File: src/rtl/shifter2_pkg.sv
// Shared types and the fixed logical left-shift helper for the shift-left-by-2 unit.
// Used by the combinational core and by the testbench reference model.
package shifter2_pkg;

    localparam int DATA_W  = 32;
    localparam int SHIFT_W = 2;

    typedef logic [DATA_W-1:0] word_t;

    // Logical left shift with zero fill; bits shifted past the MSB are discarded.
    function automatic word_t sll_fixed(input word_t value, input int amount);
        return value << amount;
    endfunction

endpackage

File: src/rtl/shifter2_core.sv
// Combinational core of the shift-left-by-2 unit: produces the shifted word and,
// when SHIFTER2_OVF_EN is defined, the OR of the bits pushed out of the top.
module shifter2_core
    import shifter2_pkg::*;
#(
    parameter int WIDTH = DATA_W,
    parameter int SHAMT = SHIFT_W
) (
    input  logic [WIDTH-1:0] in,
`ifdef SHIFTER2_OVF_EN
    output logic             lost,
`endif
    output logic [WIDTH-1:0] shifted
);

    // The package helper is sized to word_t, so it only serves the default width;
    // other widths use the equivalent explicit concatenation.
    if (WIDTH == DATA_W) begin : g_pkg_shift
        assign shifted = sll_fixed(in, SHAMT);
    end else begin : g_slice_shift
        assign shifted = {in[WIDTH-1-SHAMT:0], {SHAMT{1'b0}}};
    end

`ifdef SHIFTER2_OVF_EN
    // Any set bit among the discarded MSBs means the byte offset no longer fits.
    assign lost = |in[WIDTH-1 -: SHAMT];
`endif

endmodule

File: src/rtl/shifter2_sll2.sv
// Registered logical shift-left-by-2 unit (word offset -> byte offset) for the
// MIPS branch/jump target path. Valid-qualified, one-cycle latency, no stall.
// Optional overflow flag output 'ovf' is built only when SHIFTER2_OVF_EN is defined.
module shifter2_sll2
    import shifter2_pkg::*;
#(
    parameter int WIDTH = DATA_W,
    parameter int SHAMT = SHIFT_W
) (
    input  logic             clk,
    input  logic             rst_n,
    input  logic             in_valid,
    input  logic [WIDTH-1:0] in,
    output logic             out_valid,
    output logic [WIDTH-1:0] out
`ifdef SHIFTER2_OVF_EN
    ,
    output logic             ovf
`endif
);

    logic [WIDTH-1:0] shifted;
`ifdef SHIFTER2_OVF_EN
    logic             lost;
`endif

    shifter2_core #(
        .WIDTH (WIDTH),
        .SHAMT (SHAMT)
    ) u_core (
        .in      (in),
`ifdef SHIFTER2_OVF_EN
        .lost    (lost),
`endif
        .shifted (shifted)
    );

    // Output registers: valid follows in_valid every cycle, data loads only on valid.
    always_ff @(posedge clk) begin
        // NOTE: reset is sampled synchronously here; data only holds when in_valid=0,
        // so stale inputs never reach out and nothing unknown is loaded.
        if (!rst_n) begin
            // NOTE: non-blocking assignments keep every register updating from
            // pre-edge values, independent of statement order.
            out_valid <= 1'b0;
            out       <= '0;
        end else begin
            out_valid <= in_valid;
            if (in_valid) begin
                out <= shifted;
            end
        end
    end

`ifdef SHIFTER2_OVF_EN
    // Overflow flag registered alongside out under the same load rule.
    always_ff @(posedge clk) begin
        if (!rst_n) begin
            ovf <= 1'b0;
        end else if (in_valid) begin
            ovf <= lost;
        end
    end
`endif

endmodule

File: config.mk
export PLATFORM = sky130hd
export DESIGN_NAME = shifter2_sll2
export DESIGN_NICKNAME = d
export VERILOG_FILES = /design/src/rtl/shifter2_pkg.sv /design/src/rtl/shifter2_core.sv /design/src/rtl/shifter2_sll2.sv
export SDC_FILE = /design/constraint.sdc
export NUM_CORES = 1
export LEC_CHECK = 0
export CAP_MARGIN = 40
export CORE_MARGIN = 2
export CORE_UTILIZATION = 30
export CTS_CLUSTER_DIAMETER = 120
export CTS_CLUSTER_SIZE = 30
export DETAILED_ROUTE_END_ITERATION = 8
export GPL_ROUTABILITY_DRIVEN = 0
export PLACE_DENSITY_LB_ADDON = 0.05
export SLEW_MARGIN = 20
export SYNTH_ARGS = -nofsm -noshare
export SYNTH_HDL_FRONTEND = slang
export SYNTH_SLANG_ARGS = --single-unit
File: constraint.sdc
create_clock -name clk -period 1 [get_ports clk]
set_input_delay 0.2 -clock clk [delete_from_list [all_inputs] [get_ports clk]]
set_output_delay 0.2 -clock clk [all_outputs]
set_load 0.02 [all_outputs]
Word-level counts from Yosys, hierarchy flattened --
Index checks and enable logic that the tools add are counted.
Storage, ports and cells: bits in registers 31, input port bits 35

Depth between registers and ports, before layout --
Gate-level depths: netlist (run 1).
depth after elaboration 0, mapped depth 4, mapped depth without buffers 2

By module --
A second synthesis (run 1) with hierarchy kept.
Second synthesis, totals: cells, all modules 138, area, all modules 1514.0 um^2
By module, submodules not included:
- shifter2_sll2 | instances 1, cells an instance 105, area each 1270.0 um^2, seq. area each 660.6 um^2
- shifter2_core | instances 1, cells an instance 33, area each 244.0 um^2, seq. area each 0.0 um^2

Worst setup path after synthesis (run 1) --
No wires, ideal clock.
path kind input -> register, from input in_valid, to register out[10], library setup time 0.116 ns, arrival 0.663 ns, required time 0.884 ns, setup slack 0.221 ns, cell stages on the path 4, cell sequence buf_6 buf_12 mux2i_1 nor2b_1
RTL lines:
- start: declaration | line shifter2_sll2.sv:12 | input logic in_valid,
- end signal: assignment | line shifter2_sll2.sv:50 | out <= shifted;
- end: declaration | line shifter2_sll2.sv:15 | output logic [WIDTH-1:0] out

Worst setup path after layout (run 1) --
from register out[27], to output out[27]
No word-level cell between the ends.

==> results of run 1 <==
[power breakdown]
group	switching, mW	total (mW)	leakage [nW]	internal (mW)
sequential	0.0346	1.35	0.257	1.31
clock	0.449	1.25	0.0612	0.805
combinational	0.228	0.518	0.552	0.290
total	0.712	3.12	0.870	2.41
[stage by stage]
step           hold slack, ns  cell area [µm²]  power [mW]
3_3_place_gp           0.4947             1871       1.931
5_1_grt                0.4031             1886       3.248
4_1_cts                0.3885             1833       3.149
3_5_place_dp           0.5065             1871       1.941
6_report               0.4022             1886       3.118
2_1_floorplan          0.3282             1220       1.656
[logic make-up (layout without fill, tap and decap cells)]
group | count (synthesis) | in the layout | share of synthesized area
other | 1 | 2 | 0.003083
buffers and inverters | 9 | 74 | 0.08024
AND/OR/NAND/NOR | 31 | 31 | 0.1595
flip-flops | 31 | 31 | 0.5103
multiplexers | 30 | 30 | 0.2469
[placed cells by master (no fill, tap or decap), drive strengths merged]
cell type      synthesis  routed
buf                    6      35
clkinv                 0       1
clkbuf                 3       6
dfxtp                 31      31
conb                   1       2
and2                   1       1
nor2b                 30      30
clkdlybuf4s50          0      31
mux2i                 30      30
bufinv                 0       1
[layer usage]
layer,GRT usage,vias up,wire (µm)
met5,0,-,0
met3,0.06000,6,268
met1,0.1471,387,1054
met2,0.1703,40,1187
li1,-,456,-
met4,0.05357,0,47
[final cells by class]
class / instances / area share
flip-flops and latches: 31 / 0.3311
repair buffers: 66 / 0.3072
well taps: 50 / 0.03318
multi-input cells: 63 / 0.2661
clock buffers: 6 / 0.04380
clock inverters: 2 / 0.01858
[path summary, 6_finish.rpt]
check | from | slack [ns] | end
max | out[27] | 0.03 | out[27]
min | in_valid | 0.40 | out_valid
max reg2reg | out[16] | 0.39 | out[16]
min reg2reg | out[22] | 0.51 | out[22]
[sequential cells by signal, indices dropped and copies added (netlist names)]
signal,cells
out,30
out_valid,1
[worst register-to-register path, stage by stage, from the launching register on]
cell,delay (ns)
sky130_fd_sc_hd__dfxtp_1,0.32
sky130_fd_sc_hd__mux2i_1,0.13
sky130_fd_sc_hd__nor2b_1,0.06
[timing repair]
| item | in CTS | in global routing |
|---|---|---|
| setup endpoints to repair | 31 | 18 |
| resized for setup | 124 | 22 |
| hold endpoints to repair | 0 | 0 |
==> summary.txt, run 1 <==
global-route usage over all layers: 0.1186
Port-buffer cells: 63
total instance count after detailed placement: 210
HPWL after detailed placement: 1.764 mm
kind of cell with the highest combined delay on the critical path: flip-flops
Post-synth top flop: sky130_fd_sc_hd__dfxtp_1
worst-path cell with the longest stage delay: sky130_fd_sc_hd__dfxtp_1
flip-flop and latch area: 624.3 µm²
share of post-route cells with drive strength above 1: 0.2738
average footprint of a synthesized cell: 11.92 µm²
post-CTS setup repair buffer count: 0
Post-Synthesis Cells: 102
Layout Skew: 0 ns
Buf+Inv Stages, Crit Path: 1
worst-case clock buffer depth: 2
Root Buffer: sky130_fd_sc_hd__clkbuf_8
number of violations reported at the end of detailed-routing iteration 0: 12
time the final worst path needs with I/O delays and setup: 0.9747 ns
number of buffers added to fix hold violations after cts: 0
final-layout setup total negative slack: 0 ns
warning count from the yosys run: 0
Highest Clock Rate: 1.026 GHz
number of cells on the worst hold path: 3
Final Max Tran Viols: 0
area of the core: 3943 µm²
footprint of the multi-input gates: 501.7 µm²
count of different cell masters after synthesis: 9
cts bufs inserted: 5
drt pass-1 iters: 2
worst path setup slack after routing: 0.02528 ns
clock tree from TritonCTS: yes
Worst EP arrival: 0.77 ns
CTS Sinks: 31
Levels on crit path: 1
final critical-path share of the clock period: 0.9747
top area cells in the synthesized netlist: sky130_fd_sc_hd__dfxtp_1 (51%), sky130_fd_sc_hd__mux2i_1 (25%), sky130_fd_sc_hd__nor2b_1 (15%)
fraction of synthesized cell area taken by the top area cell type: 0.5103
number of nets in the final layout: 202
Worst setup SP type: flip-flop
area growth from synthesis to layout: 55.04%
library cell with the highest instance count after synthesis: sky130_fd_sc_hd__dfxtp_1
die outline height: 67.67 µm
Worst setup EP type: output pin
first-pass GRT wire length: 3.926 mm
number of global-route vias before repair: 807
type of the worst min-delay path: in -> reg
sequential-to-total area share from yosys stat: 0.5103
PwrDens: 1654 nW/µm²
status: finished clean
total vias in the final route: 889
Post-synth ARST share: 0
Remaining Overflow, GRT: 0
Total Die Area: 4579 µm²
final WL: 2.557 mm
setup repair after global routing missed its margin: no
Top-Level Pins: 68
via-per-instance ratio: 4.078
count of flip-flops with a built-in enable after synthesis: 0
Final Core Density: 0.4783
Synth Register Bits: 31
R2R depth: 2
minimum setup slack after placement: -0.1321 ns
initial standard-cell utilization of the core: 0.3085
placement row count: 23
fill cell total of the finished layout: 356
maximum cell stage delay along the critical path: 0.33 ns
total count of hold-check failures in the final report: 0
CTS HTree Levels: 2
Cell Area, Synth: 1216 µm²
Worst Path Max Fanout: 2
Leakage Power: 0.8704 nW
number of antenna violations at the first check in global routing: 0
Post-DRT Antenna Nets: 0
top cell types by occurrence after synthesis: sky130_fd_sc_hd__dfxtp_1 (31), sky130_fd_sc_hd__mux2i_1 (30), sky130_fd_sc_hd__nor2b_1 (30), sky130_fd_sc_hd__buf_12 (3), sky130_fd_sc_hd__clkbuf_1 (3)
largest net degree at the start of global routing: 32
critical path data required time: 0.80 ns
clock-pin slew reported for the worst setup and hold paths after clock tree synthesis: 0.07 ns
total setup violations reported at the end of the flow: 0
top cell type by total area after synthesis: sky130_fd_sc_hd__dfxtp_1
maximum vdd drop: 0.8930 mV
width of the chip: 67.67 µm
kind of critical path: reg -> out
cell chain of the critical path: buf_2
Worst-Skew Late Latency: 0.27 ns
final routed wire length divided by cell count: 11.73 µm
Layout Cells excl Fill: 218
number of maximum-capacitance violations: 0
Antenna Diode Count: 0
DRC violation count after routing: 0
Note: power is estimated with default switching activity, not from simulation.
==> run 2: changes to the inputs <==
Settings changed: HOLD_SLACK_MARGIN set to 0.03.
==> results of run 2 <==
No change in the layout: final DEF, timing and power equal those of run 1.
==> run 3: changes to the inputs <==
Settings changed: SLEW_MARGIN 20 to 0.
==> results of run 3 <==
No change in the layout: final DEF, timing and power equal those of run 1.
